File: config.mk
export PLATFORM = sky130hd
export DESIGN_NAME = serial_word_receiver
export DESIGN_NICKNAME = d
export VERILOG_FILES = /design/src/rtl/serial_word_receiver.sv
export SDC_FILE = /design/constraint.sdc
export NUM_CORES = 1
export LEC_CHECK = 0
export CORE_MARGIN = 8
export CORE_UTILIZATION = 45
export DETAILED_ROUTE_END_ITERATION = 10
export HOLD_SLACK_MARGIN = 0.1
export PLACE_DENSITY = 0.78
export SYNTH_ARGS = -nofsm -noshare
export SYNTH_HDL_FRONTEND = slang
export SYNTH_SLANG_ARGS = --single-unit
File: constraint.sdc
create_clock -name clk -period 3.5 [get_ports clk]
set_clock_uncertainty 0.15 [all_clocks]
set_input_delay 1.05 -clock clk [delete_from_list [all_inputs] [get_ports clk]]
set_output_delay 1.05 -clock clk [all_outputs]
set_load 0.1 [all_outputs]
File: src/rtl/serial_word_receiver.sv
// Serial frame deserialiser: start, N data bits, optional parity, stop.
// Delivers each word through a single-entry valid/ready holding buffer.
module serial_word_receiver #(
   parameter int N          = 4,
   parameter bit PARITY_EN  = 1'b1,
   parameter bit PARITY_ODD = 1'b0
) (
   input  logic         clk,
   input  logic         clr,
   input  logic         sin,
   input  logic         sin_en,
   output logic [N-1:0] dout,
   output logic         dout_valid,
   input  logic         dout_ready,
   output logic         parity_err,
   output logic         frame_err,
   output logic         overrun,
   input  logic         ovr_clr
);

   localparam int CW = $clog2(N) + 1;
   localparam logic [CW-1:0] LAST = CW'(N - 1);

   typedef enum logic [1:0] {
      IDLE,
      DATA,
      PARITY,
      STOP
   } state_t;

   state_t        state;
   logic [CW-1:0] cnt;
   logic [N-1:0]  acc;
   logic          par;
   logic          perr;
   logic          can_load;

   assign perr     = PARITY_EN && ((^acc ^ par) != PARITY_ODD);
   assign can_load = !dout_valid || dout_ready;

   // Later assignments in this block override earlier defaults, which
   // gives buffer-write priority over drain and overrun-set over clear.
   always_ff @(posedge clk or posedge clr) begin
      if (clr) begin
         state      <= IDLE;
         cnt        <= '0;
         acc        <= '0;
         par        <= 1'b0;
         dout       <= '0;
         dout_valid <= 1'b0;
         parity_err <= 1'b0;
         frame_err  <= 1'b0;
         overrun    <= 1'b0;
      end else begin
         frame_err <= 1'b0;
         if (ovr_clr)
            overrun <= 1'b0;
         if (dout_valid && dout_ready)
            dout_valid <= 1'b0;
         if (sin_en) begin
            unique case (state)
               IDLE: begin
                  if (!sin) begin
                     state <= DATA;
                     cnt   <= '0;
                     acc   <= '0;
                     par   <= 1'b0;
                  end
               end
               DATA: begin
                  acc <= {acc[N-2:0], sin};
                  cnt <= cnt + 1'b1;
                  if (cnt == LAST) begin
                     if (PARITY_EN)
                        state <= PARITY;
                     else
                        state <= STOP;
                  end
               end
               PARITY: begin
                  par   <= sin;
                  state <= STOP;
               end
               STOP: begin
                  state <= IDLE;
                  if (sin) begin
                     if (can_load) begin
                        dout       <= acc;
                        parity_err <= perr;
                        dout_valid <= 1'b1;
                     end else begin
                        overrun <= 1'b1;
                     end
                  end else begin
                     frame_err <= 1'b1;
                  end
               end
            endcase
         end
      end
   end

endmodule

* Yosys cells after proc, flatten, opt, wreduce, memory -nomap -nowiden
Index checks and enable logic that the tools add are counted.
** Word-level totals
- Bits in read-only memories :: 0
- Flip-flop bits (word level) :: 18
- Latch bits :: 0
- Memories :: 0
- Output and inout bits :: 8
- RAM bits :: 0
** Cells by class
- Shifts and indexed selects :: 0
- Eq/ne operators :: 6
- Multiply operators :: 0
- Muxes and demuxes :: 22
- Div/mod/pow operators :: 0
- Reductions and logical operators :: 11
- Bitwise logic cells :: 1
- $add $sub $neg :: 1
- $lt $le $gt $ge :: 0
** Operators with widths (number)
- $mux 1 :: 14
- $reduce_and 3->1 :: 3
- $pmux 2 s4 :: 1
- $pmux 4 s2 :: 1
- $pmux 3 s2 :: 1
- $eq 2x2->1 const B :: 2
- $mux 2 :: 2
- $mux 4 :: 1
- $ne 2x2->1 const B :: 2
- $reduce_and 4->1 :: 1
- $reduce_bool 2->1 :: 2
- $reduce_xor 4->1 :: 1
- $add 3x1->3 const B :: 1
- $eq 3x2->1 const B :: 1
- $mux 3 :: 1
- $eq 2x1->1 const B :: 1
- $logic_not 2->1 :: 1
- $pmux 1 s2 :: 1
- $logic_and 1x1->1 :: 1
- $logic_not 1->1 :: 1
- $logic_or 1x1->1 :: 1
- $xor 1x1->1 :: 1

* Depth between registers and ports, before layout
Gate-level depths: netlist of the first run.
- Depth after elaboration :: 6
- Mapped depth :: 6

* Worst setup path before layout of the first run
Ideal clock, no wire load.
- Kind :: register -> output
- From :: register dout_valid
- To :: output port dout_valid
- Arrival time :: 0.898 ns
- Data required time :: 2.300 ns
- Path slack :: 1.402 ns
- Stages on the path, launching flop included :: 1
- Path buffers :: 0
- Cell sequence :: dfrtp_1
** RTL lines
- from (decl) :: line 13 : output logic dout_valid,
- from (signal assigned) :: line 50 : dout_valid <= 1'b0;
- from (signal assigned) :: line 59 : dout_valid <= 1'b0;
- from (signal assigned) :: line 90 : dout_valid <= 1'b1;
No word-level cell between the ends.

* Worst setup path after layout of the first run
- From :: input port sin
- To :: register dout[2]
** Between the ends
- Longest elaborated chain between the ends :: 1
** Ends and longest elaborated chain
- from (decl) :: line 10 : input logic sin,
- $reduce_and 4->1 (no line)
- to (signal assigned) :: line 49 : dout <= '0;
- to (signal assigned) :: line 88 : dout <= acc;
- to (decl) :: line 12 : output logic [N-1:0] dout,
Every way passes these cells.
A chain may end at the register's enable or synchronous reset.

==> results of run 1 <==
==> layout make-up <==
| class | count | area (µm²) |
|---|---|---|
| timing repair buffer | 13 | 110.1 |
| multi-input combinational | 42 | 387.9 |
| inverter | 7 | 26.28 |
| sequential | 18 | 450.4 |
| fill | 184 | 837.1 |
| tap | 27 | 33.78 |
| clock buffer | 4 | 36.28 |
==> flip-flops by register name (all words and copies together), names as in the netlist, 2 cells and up <==
| register | cells |
|---|---|
| acc | 4 |
| cnt | 3 |
| dout | 4 |
| state | 2 |
==> Yosys cell counts (2+ instances only) <==
| library cell | number |
|---|---|
| sky130_fd_sc_hd__dfrtp_1 | 18 |
| sky130_fd_sc_hd__a22o_1 | 7 |
| sky130_fd_sc_hd__ha_1 | 7 |
| sky130_fd_sc_hd__inv_1 | 7 |
| sky130_fd_sc_hd__mux2_2 | 6 |
| sky130_fd_sc_hd__o21ai_0 | 4 |
| sky130_fd_sc_hd__nand2_1 | 2 |
| sky130_fd_sc_hd__nor2_1 | 2 |
==> cell usage in the layout (no fill, tap or decap) <==
master and instances:
sky130_fd_sc_hd__nand2b_1 1, sky130_fd_sc_hd__xor2_1 1, sky130_fd_sc_hd__mux2_2 6, sky130_fd_sc_hd__mux2i_1 1
sky130_fd_sc_hd__a21o_2 1, sky130_fd_sc_hd__nand2_1 2, sky130_fd_sc_hd__dfrtp_1 18, sky130_fd_sc_hd__mux2_4 1
sky130_fd_sc_hd__and2_1 1, sky130_fd_sc_hd__o21ai_0 4, sky130_fd_sc_hd__nor2_1 2, sky130_fd_sc_hd__xnor3_1 1
sky130_fd_sc_hd__a22o_1 7, sky130_fd_sc_hd__clkdlybuf4s50_1 5, sky130_fd_sc_hd__a21boi_2 1, sky130_fd_sc_hd__nor2b_4 1
sky130_fd_sc_hd__a21o_1 1, sky130_fd_sc_hd__xnor2_1 1, sky130_fd_sc_hd__o22ai_1 1, sky130_fd_sc_hd__clkbuf_4 3
sky130_fd_sc_hd__ha_1 7, sky130_fd_sc_hd__clkbuf_8 1, sky130_fd_sc_hd__buf_4 8, sky130_fd_sc_hd__nor2b_1 1
sky130_fd_sc_hd__inv_1 7, sky130_fd_sc_hd__nand3_1 1
==> per-layer routing <==
metal | vias to the layer above | GRT usage
li1 | 268 | -
met1 | 265 | 0.1107
met2 | 12 | 0.1508
met3 | 5 | 0.02581
met4 | 0 | 0.07143
met5 | - | 0
==> metrics by stage <==
stage / std cells / area, µm²
5_1_grt: 111 / 1045
6_report: 111 / 1045
4_1_cts: 111 / 1045
3_3_place_gp: 107 / 1008
2_1_floorplan: 68 / 869.6
3_5_place_dp: 107 / 1008
==> critical path: cells and delay by family <==
family / cells / cell delay, ns
muxes: 1 / 0.35
buffers and inverters: 1 / 0.56
and+or+nand+nor: 2 / 0.44
==> path summary, 6_finish.rpt <==
kind,startpoint,end,cells past startpoint
hold / removal,dout[1],dout[1],1
max in group asynchronous,clr,state[1],2
setup / recovery,sin,dout[2],4
min in group asynchronous,clr,dout[1],2
hold reg to reg,dout[1],dout[1],1
setup reg to reg,state[0],cnt[0],5
==> cells by family (layout without fill, tap and decap cells) <==
kind of cell	count (synthesis)	in the layout
buf+inv	8	24
compound gates	15	15
xor+xnor	3	3
flops	18	18
mux	8	8
fa+ha+maj	7	7
simple gates	9	9
==> qor.log, run 1 <==
INFO  outcome        run_status=completed
INFO  routing        drt-pass1-iter-count=2
INFO  floorplan      die_w=59.96µm
INFO  synthesis      register_area_share_after_synthesis=0.5180
INFO  critical_path  crit_path_max_fanout=5
INFO  clock_tree     clk_pin_slew=0.10ns
INFO  synthesis      synthesis.nets=81
INFO  placement      dp_hpwl=1064µm
INFO  synthesis      synthFlopType=sky130_fd_sc_hd__dfrtp_1
INFO  global_route   grt_pass1_wl=2546µm
INFO  clock_tree     max-clock-path-buffers=2
INFO  floorplan      die_h=59.96µm
INFO  synthesis      netlist_top_cells_area=sky130_fd_sc_hd__dfrtp_1 52%, sky130_fd_sc_hd__ha_1 10%, sky130_fd_sc_hd__mux2_2 7.8%, sky130_fd_sc_hd__a22o_1 7.1%, sky130_fd_sc_hd__inv_1 3.0%
INFO  timing         report.final.hold_viol_count=0
INFO  synthesis      number_of_warnings_printed_during_yosys_synthesis=0
INFO  timing         holdWs=0.3636ns
INFO  critical_path  cp_slowest_stage_delay=0.56ns
INFO  clock_tree     cts-resized-gates=0
INFO  min_path       min-delay-path-class=flip-flop to flip-flop
INFO  critical_path  endpoint_kind=flip-flop
INFO  synthesis      number_of_enable_type_register_cells_in_the_synthesized_netlist=0
INFO  timing         post-route-worst-setup-slack=1.143ns
INFO  global_route   final_global_route_overflow_total=0
INFO  clock_tree     cts_hold_buf=0
INFO  critical_path  crit_slowest_cell=sky130_fd_sc_hd__clkdlybuf4s50_1
INFO  floorplan      floorplan.initialDensity=0.4621
INFO  synthesis      post_synthesis_compound_gate_area_fraction=0.1324
INFO  synthesis      synth_cells=68
INFO  global_route   number_of_antenna_violations_at_the_first_check_in_global_routing=0
INFO  synthesis      synth-simple-area-share=0.06043
INFO  synthesis      average_footprint_of_a_synthesized_cell=12.79µm²
INFO  critical_path  series_of_cell_instances_along_the_critical_path=clkdlybuf4s50_1, nand3_1, nor2b_4, mux2_2
INFO  synthesis      synth_top_family_by_area=compound AO/OA/AOI/OAI gates
INFO  placement      port_buffer_count=13
INFO  floorplan      core_region_area=0.001882mm²
INFO  floorplan      dieArea=0.003595mm²
INFO  global_route   grt_usage=0.09680
INFO  routing        viasPerCell=4.955
INFO  timing         min_period_over_period=0.6734
INFO  routing        drtAntennaViolNets=0
INFO  global_route   pin_count_of_the_biggest_net_entering_global_routing=19
INFO  timing         fmax=424.3MHz
INFO  synthesis      synthesis.area=869.6µm²
INFO  floorplan      top_level_ports=14
INFO  cells_and_area ratio_of_cells_with_drive_above_1_in_the_final_layout=0.2619
INFO  synthesis      yosysUniqueCellTypes=23
INFO  cells_and_area finalNetCount=98
INFO  routing        highest_layer=met4
INFO  critical_path  crit_path_start_kind=input port
INFO  synthesis      yosys_register_bits=18
INFO  run            cap_violations=0
INFO  cells_and_area diodes=0
INFO  timing         setup-violations-final=0
INFO  synthesis      async_reset_ff_frac=1.000
INFO  cells_and_area flow.area_growth_from_synthesis=20.14%
INFO  clock_tree     clock-sinks=18
INFO  timing         min_period=2.357ns
INFO  critical_path  worstPathRequired=3.54ns
INFO  clock_tree     post_cts_buffers=0
INFO  placement      gp_congestion=0.7267
INFO  routing        wl_met1=615µm
INFO  timing         finalSetupTns=0ns
INFO  clock_tree     cts_made_buffers=3
INFO  cells_and_area final_core_util=0.5552
INFO  timing         rsz0062_at_grt=no
INFO  routing        wl_met3=95µm
INFO  clock_tree     clk_latency=0.30ns
INFO  timing         timing.max_slew.rel_slack=0.5788
INFO  routing        dr_wl_met2=653µm
INFO  timing         timing_worst_slew_pin_value=0.6252ns
INFO  critical_path  critPathArrivalTime=2.40ns
INFO  clock_tree     cts-root-buf=sky130_fd_sc_hd__clkbuf_4
INFO  routing        drc=0
INFO  routing        num_vias=550
INFO  synthesis      adder_cell_area_share_of_the_yosys_netlist=0.1007
INFO  routing        drt_wl_total=1405µm
INFO  critical_path  reg2reg_slack=1.73ns
INFO  synthesis      netlist.area_leader.share=0.5180
INFO  synthesis      synth_mux_area_frac=0.1065
INFO  clock_tree     cts_htree_levels=1
INFO  placement      place_worst_setup_slack=0.8155ns
INFO  critical_path  crit_type=input port to flip-flop
INFO  clock_tree     tritoncts=done
INFO  routing        detailedRoute.firstIterationViolations=2
INFO  routing        detail_route.wl_per_cell=12.66µm
INFO  floorplan      placement_rows=16
INFO  timing         number_of_pins_exceeding_their_max_slew_limit_in_the_final_report=0
INFO  global_route   grt_pass1_vias=579
INFO  synthesis      synthXorXnorAreaFrac=0.04604
INFO  synthesis      yosys.area.top_type=sky130_fd_sc_hd__dfrtp_1
Power of run 1 is left out: the tool's default activity adds up to more than one toggle a clock period on the data nets, which glitch-free logic cannot reach.
==> run 2, diff against run 1 <==
==> constraint.sdc (replaced) <==
create_clock -name clk -period 2.4 [get_ports clk]
set_clock_uncertainty 0.15 [all_clocks]
set_input_delay 0.72 -clock clk [delete_from_list [all_inputs] [get_ports clk]]
set_output_delay 0.72 -clock clk [all_outputs]
set_load 0.1 [all_outputs]
==> qor.log, run 2 (synthesis results as in run 1) <==
INFO  placement      gp_congestion=0.7244 [-0.32%]
INFO  cells_and_area finalNetCount=100 [+2.0%]
INFO  outcome        run_status=completed
INFO  cells_and_area multi_input_area=387.9µm² [unchanged]
INFO  routing        num_vias=563 [+2.4%]
INFO  cells_and_area flow.area_growth_from_synthesis=20.29%
INFO  routing        drt_wl_total=1435µm [+2.1%]
INFO  floorplan      floorplan.initialDensity=0.4621 [unchanged]
INFO  critical_path  crit_path_start_kind=input port
INFO  critical_path  critPathArrivalTime=2.04ns [-0.36 ns]
INFO  critical_path  cp_slowest_stage_delay=0.56ns [about the same]
INFO  run            cap_violations=0 [unchanged]
INFO  timing         post-route-worst-setup-slack=0.3835ns [-0.7596 ns]
INFO  critical_path  worstPathRequired=2.43ns [-1.11 ns]
INFO  global_route   final_global_route_overflow_total=0 [unchanged]
INFO  cells_and_area final_common_cell=sky130_fd_sc_hd__dfrtp_1
INFO  clock_tree     cts_hold_buf=0 [unchanged]
INFO  critical_path  crit_slowest_cell=sky130_fd_sc_hd__clkdlybuf4s50_1
INFO  timing         timing_worst_slew_pin_value=0.6457ns [+0.02047 ns]
INFO  routing        detailedRoute.firstIterationViolations=3 [+1]
INFO  placement      placed_cell_area=0.001023mm² [+1.5%]
INFO  cells_and_area final_cell_area=0.001046mm² [+0.12%]
INFO  min_path       holdCritStartpoint=cnt[2]
INFO  cells_and_area num-fill-cells=193 [+4.9%]
INFO  clock_tree     clock-sinks=18 [unchanged]
INFO  placement      placedCellCount=109 [+1.9%]
INFO  cells_and_area ratio_of_cells_with_drive_above_1_in_the_final_layout=0.2706 [+0.008683]
INFO  critical_path  timing.rr.start=state[0]
INFO  timing         min_period=2.017ns
INFO  floorplan      core_region_area=0.001882mm² [unchanged]
INFO  floorplan      top_level_ports=14 [unchanged]
INFO  routing        detail_route.wl_per_cell=12.81µm [+1.2%]
INFO  floorplan      placement_rows=16 [unchanged]
INFO  critical_path  crit_type=input port to flip-flop
INFO  cells_and_area seqCellArea=450.4µm² [unchanged]
INFO  placement      dp_hpwl=1080µm [+1.5%]
INFO  cells_and_area final_cell_mix=18 x sky130_fd_sc_hd__dfrtp_1, 10 x sky130_fd_sc_hd__buf_4, 7 x sky130_fd_sc_hd__a22o_1, 7 x sky130_fd_sc_hd__inv_1, 7 x sky130_fd_sc_hd__ha_1
INFO  critical_path  endpoint_kind=flip-flop
INFO  placement      place_worst_setup_slack=0.06857ns [-0.7470 ns]
INFO  global_route   grt_usage=0.09014 [-0.006661]
INFO  routing        drt-pass1-iter-count=4 [+2]
INFO  timing         fmax=495.9MHz
INFO  global_route   pin_count_of_the_biggest_net_entering_global_routing=19 [unchanged]
INFO  routing        drc=0 [unchanged]
INFO  global_route   grt_pass1_vias=542 [-6.4%]
INFO  global_route   grt_pass1_wl=2394µm [-6.0%]
INFO  clock_tree     clk_latency=0.28ns [-0.02 ns]
INFO  timing         report.final.hold_viol_count=0 [unchanged]
INFO  critical_path  critPathBufInv=1 [unchanged]
INFO  min_path       min-delay-path-class=flip-flop to flip-flop
INFO  routing        drtAntennaViolNets=0 [unchanged]
INFO  timing         number_of_pins_exceeding_their_max_slew_limit_in_the_final_report=0 [unchanged]
INFO  cells_and_area diodes=0 [unchanged]
INFO  timing         rsz0062_at_grt=no
INFO  floorplan      die_h=59.96µm [unchanged]
INFO  critical_path  crit_path_max_fanout=5 [unchanged]
INFO  timing         finalSetupTns=0ns [unchanged]
INFO  clock_tree     cts_made_buffers=3 [unchanged]
INFO  floorplan      dieArea=0.003595mm² [unchanged]
INFO  routing        viasPerCell=5.027 [+1.4%]
INFO  clock_tree     cts-resized-gates=0 [unchanged]
INFO  cells_and_area fin_cells=112 [+0.90%]
INFO  critical_path  setup.worst_path.start=sin
INFO  timing         setup-violations-final=0 [unchanged]
INFO  global_route   number_of_antenna_violations_at_the_first_check_in_global_routing=0 [unchanged]
INFO  clock_tree     post_cts_buffers=0 [unchanged]
INFO  timing         timing.max_slew.rel_slack=0.5650 [-0.01379]
INFO  critical_path  critical-path-top-delay-family=buffers and inverters
INFO  timing         min_period_over_period=0.8402
INFO  clock_tree     cts_htree_levels=1 [unchanged]
INFO  critical_path  series_of_cell_instances_along_the_critical_path=clkdlybuf4s50_1, nand3_1, nor2b_4, mux2_2
INFO  clock_tree     tritoncts=done
INFO  clock_tree     max-clock-path-buffers=2 [unchanged]
INFO  placement      port_buffer_count=13 [unchanged]
INFO  clock_tree     cts-root-buf=sky130_fd_sc_hd__clkbuf_4
INFO  cells_and_area largestRegisters=acc: 4 flops, dout: 4 flops, cnt: 3 flops
INFO  clock_tree     clk_pin_slew=0.09ns [about the same]
INFO  floorplan      die_w=59.96µm [unchanged]
## run 2: layer usage
layer / routed length, µm / track usage / vias to the layer above
met5: 0 / 0 / -
met4: 31 / 0.05102 / 0
met3: 124 / 0.04516 / 5
met2: 600 / 0.1292 / 21
met1: 679 / 0.1056 / 267
li1: - / - / 270
## run 2: area by class of cell
class | instances | share of cell area
inverter | 7 | 0.02512
sequential | 18 | 0.4306
multi-input combinational | 42 | 0.3708
timing repair buffer | 15 | 0.1196
clock buffer | 3 | 0.02153
tap | 27 | 0.03230
## run 2: per-stage QoR
stage          utilization  hold slack (ns)
3_5_place_dp        0.5439           0.3357
4_1_cts             0.5559           0.3642
3_3_place_gp        0.5439           0.3343
2_1_floorplan            -           0.3158
5_1_grt             0.5559           0.3740
6_report            0.5559           0.3584
## run 2: final timing paths
path	endpoint	slack (ns)	depth (start not counted)
setup / recovery	dout[2]	0.38	4
hold / removal	cnt[2]	0.36	1
setup reg to reg	cnt[0]	0.63	5
hold reg to reg	cnt[2]	0.36	1
max in group asynchronous	dout_valid	1.31	3
min in group asynchronous	parity_err	0.60	3
Power of run 2 is left out for the same reason.
==> run 3, diff against run 2 <==
==> constraint.sdc (replaced) <==
create_clock -name clk -period 2.1 [get_ports clk]
set_clock_uncertainty 0.15 [all_clocks]
set_input_delay 0.63 -clock clk [delete_from_list [all_inputs] [get_ports clk]]
set_output_delay 0.63 -clock clk [all_outputs]
set_load 0.1 [all_outputs]
==> qor.log, run 3 (synthesis results as in run 1) <==
INFO  outcome        run_status=completed
INFO  timing         post-route-worst-setup-slack=0.1721ns [-0.2114 ns]
INFO  placement      place_worst_setup_slack=-0.1401ns [-0.2086 ns]
INFO  pwr            cell_leakage_power=0.0005810µW
INFO  min_path       min-delay-path-class=flip-flop to flip-flop
INFO  floorplan      top_level_ports=14 [unchanged]
INFO  critical_path  worstPathRequired=2.12ns [-0.31 ns]
INFO  routing        detailedRoute.firstIterationViolations=9 [+6]
INFO  timing         timing_worst_slew_pin_value=0.4181ns [-0.2275 ns]
INFO  timing         rsz0062_at_grt=no
INFO  clock_tree     cts_htree_levels=1 [unchanged]
INFO  timing         timing.max_slew.rel_slack=0.7183 [+0.1533]
INFO  critical_path  logic_depth_of_the_worst_register_to_register_path=6 [+1]
INFO  cells_and_area final_cell_mix=18 x sky130_fd_sc_hd__dfrtp_1, 8 x sky130_fd_sc_hd__buf_12
INFO  clock_tree     cts_hold_buf=0 [unchanged]
INFO  floorplan      floorplan.initialDensity=0.4621 [unchanged]
INFO  cells_and_area finalNetCount=105 [+5.0%]
INFO  global_route   final_global_route_overflow_total=0 [unchanged]
INFO  cells_and_area largestRegisters=acc: 4 flops, dout: 4 flops, cnt: 3 flops
INFO  pwr            irDropWorstVdd=0.0008732V
INFO  critical_path  critPathCapture=dout[2]
INFO  timing         fmax=518.7MHz
INFO  critical_path  crit_path_start_kind=input port
INFO  run            cap_violations=0 [unchanged]
INFO  global_route   pin_count_of_the_biggest_net_entering_global_routing=19 [unchanged]
INFO  global_route   grt_pass1_wl=2801µm [+17%]
INFO  timing         min_period=1.928ns
INFO  routing        viasPerCell=4.991 [-0.70%]
INFO  global_route   global_route.usage.met2=0.1985 [+0.06923]
INFO  floorplan      die_w=59.96µm [unchanged]
INFO  cells_and_area final_common_cell=sky130_fd_sc_hd__dfrtp_1
INFO  global_route   number_of_antenna_violations_at_the_first_check_in_global_routing=0 [unchanged]
INFO  floorplan      die_h=59.96µm [unchanged]
INFO  global_route   grt_pass1_vias=647 [+19%]
INFO  clock_tree     clk_latency=0.28ns [about the same]
INFO  critical_path  series_of_cell_instances_along_the_critical_path=clkdlybuf4s50_1, nand3_1, nor2b_4, mux2_2
INFO  placement      dp_hpwl=1281µm [+19%]
INFO  clock_tree     cts_made_buffers=3 [unchanged]
INFO  placement      gp_congestion=0.7091 [-2.1%]
INFO  global_route   met1_usage=0.09796 [-0.007634]
INFO  global_route   globalRouteMet3Util=0.02581 [-0.01935]
INFO  clock_tree     post_cts_buffers=0 [unchanged]
INFO  global_route   grt_usage=0.1035 [+0.01332]
INFO  critical_path  cp_slowest_stage_delay=0.57ns [about the same]
INFO  clock_tree     cts-resized-gates=0 [unchanged]
INFO  timing         setup-violations-final=0 [unchanged]
INFO  clock_tree     clock-sinks=18 [unchanged]
INFO  critical_path  crit_type=input port to flip-flop
INFO  critical_path  critPathArrivalTime=1.95ns [-0.09 ns]
INFO  critical_path  reg2reg_slack=0.36ns [-0.27 ns]
INFO  routing        detail_route.wl_per_cell=13.93µm [+8.7%]
INFO  critical_path  crit_slowest_cell=sky130_fd_sc_hd__clkdlybuf4s50_1
INFO  global_route   top_usage_layer=met2
INFO  routing        drt-pass1-iter-count=4 [unchanged]
INFO  critical_path  worstReg2RegEnd=cnt[1]
INFO  cells_and_area num-fill-cells=167 [-13%]
INFO  clock_tree     tritoncts=done
INFO  floorplan      placement_rows=16 [unchanged]
INFO  critical_path  timing.rr.start=state[0]
INFO  floorplan      dieArea=0.003595mm² [unchanged]
INFO  timing         report.final.hold_viol_count=0 [unchanged]
INFO  clock_tree     clk_pin_slew=0.10ns [about the same]
INFO  clock_tree     max-clock-path-buffers=2 [unchanged]
INFO  cells_and_area final_core_util=0.6290 [+0.07314]
INFO  clock_tree     cts-root-buf=sky130_fd_sc_hd__clkbuf_4
INFO  timing         number_of_pins_exceeding_their_max_slew_limit_in_the_final_report=0 [unchanged]
INFO  cells_and_area ratio_of_cells_with_drive_above_1_in_the_final_layout=0.3111 [+0.04052]
INFO  timing         min_period_over_period=0.9181
INFO  cells_and_area flow.area_growth_from_synthesis=36.12%
INFO  pwr            pwr_density_cell=1627mW/mm²
INFO  critical_path  setup.worst_path.start=sin
INFO  placement      port_buffer_count=13 [unchanged]
INFO  routing        drt_wl_total=1630µm [+14%]
INFO  critical_path  crit_path_max_fanout=5 [unchanged]
INFO  cells_and_area diodes=0 [unchanged]
INFO  routing        drtAntennaViolNets=0 [unchanged]
INFO  critical_path  endpoint_kind=flip-flop
INFO  routing        num_vias=584 [+3.7%]
INFO  routing        drc=0 [unchanged]
INFO  floorplan      core_region_area=0.001882mm² [unchanged]
[run 3: cell types whose count changed in the layout (fill, tap and decap cells not counted), sizes merged]
cell / delta
buf: +5
[run 3: worst min-delay path by stage]
| stage | from | to | cells past startpoint |
|---|---|---|---|
| floorplan | cnt[2] | cnt[2] | 1 |
| global placement | cnt[2] | cnt[2] | 1 |
| detailed placement | cnt[2] | cnt[2] | 1 |
| CTS | cnt[2] | cnt[2] | 1 |
| global route | cnt[2] | cnt[2] | 1 |
| finish | cnt[2] | cnt[2] | 1 |
[run 3: where the power goes]
| part | leakage (µW) | total (µW) | internal [µW] | switching (µW) |
|---|---|---|---|---|
| Clock | 0.0000138 | 165 | 66.6 | 98.2 |
| Sequential | 0.000229 | 615 | 480 | 135 |
| Combinational | 0.000339 | 1150 | 511 | 634 |
| Total | 0.000581 | 1930 | 1060 | 868 |
[run 3: per-stage QoR]
stage                     std cells  power (µW)  TNS [ns]  instance area, µm²  hold WS [ns]
after floorplan                  68        1366         0               869.6        0.3158
after global placement          114        1733   -0.5646                1161        0.3348
after detailed placement        114        1776   -0.9199                1161        0.3362
after CTS                       117        1944         0                1184        0.3678
after global routing            117        2023         0                1184        0.3946
final                           117        1926         0                1184        0.3624
[run 3: per-layer routing]
metal	wire [µm]	part of all wire	vias to the layer above
met5	0	0	-
met4	31	0.019	0
met3	81	0.050	4
met2	858	0.53	11
met1	658	0.40	289
li1	-	-	280
[run 3: critical path, delay by kind of cell]
| kind | cells | cell delay [ns] |
|---|---|---|
| buffers and inverters | 1 | 0.57 |
| multiplexers | 1 | 0.36 |
| AND/OR/NAND/NOR | 2 | 0.39 |
[run 3: final cells by class]
class	count	area, µm²	share of cell area
Clock buffer	3	22.52	0.01903
Inverter	7	26.28	0.02220
Multi-Input combinational cell	42	387.9	0.3277
Sequential cell	18	450.4	0.3805
Tap cell	27	33.78	0.02854
Timing Repair Buffer	20	262.8	0.2220
Power figures use the tool's default switching activity.
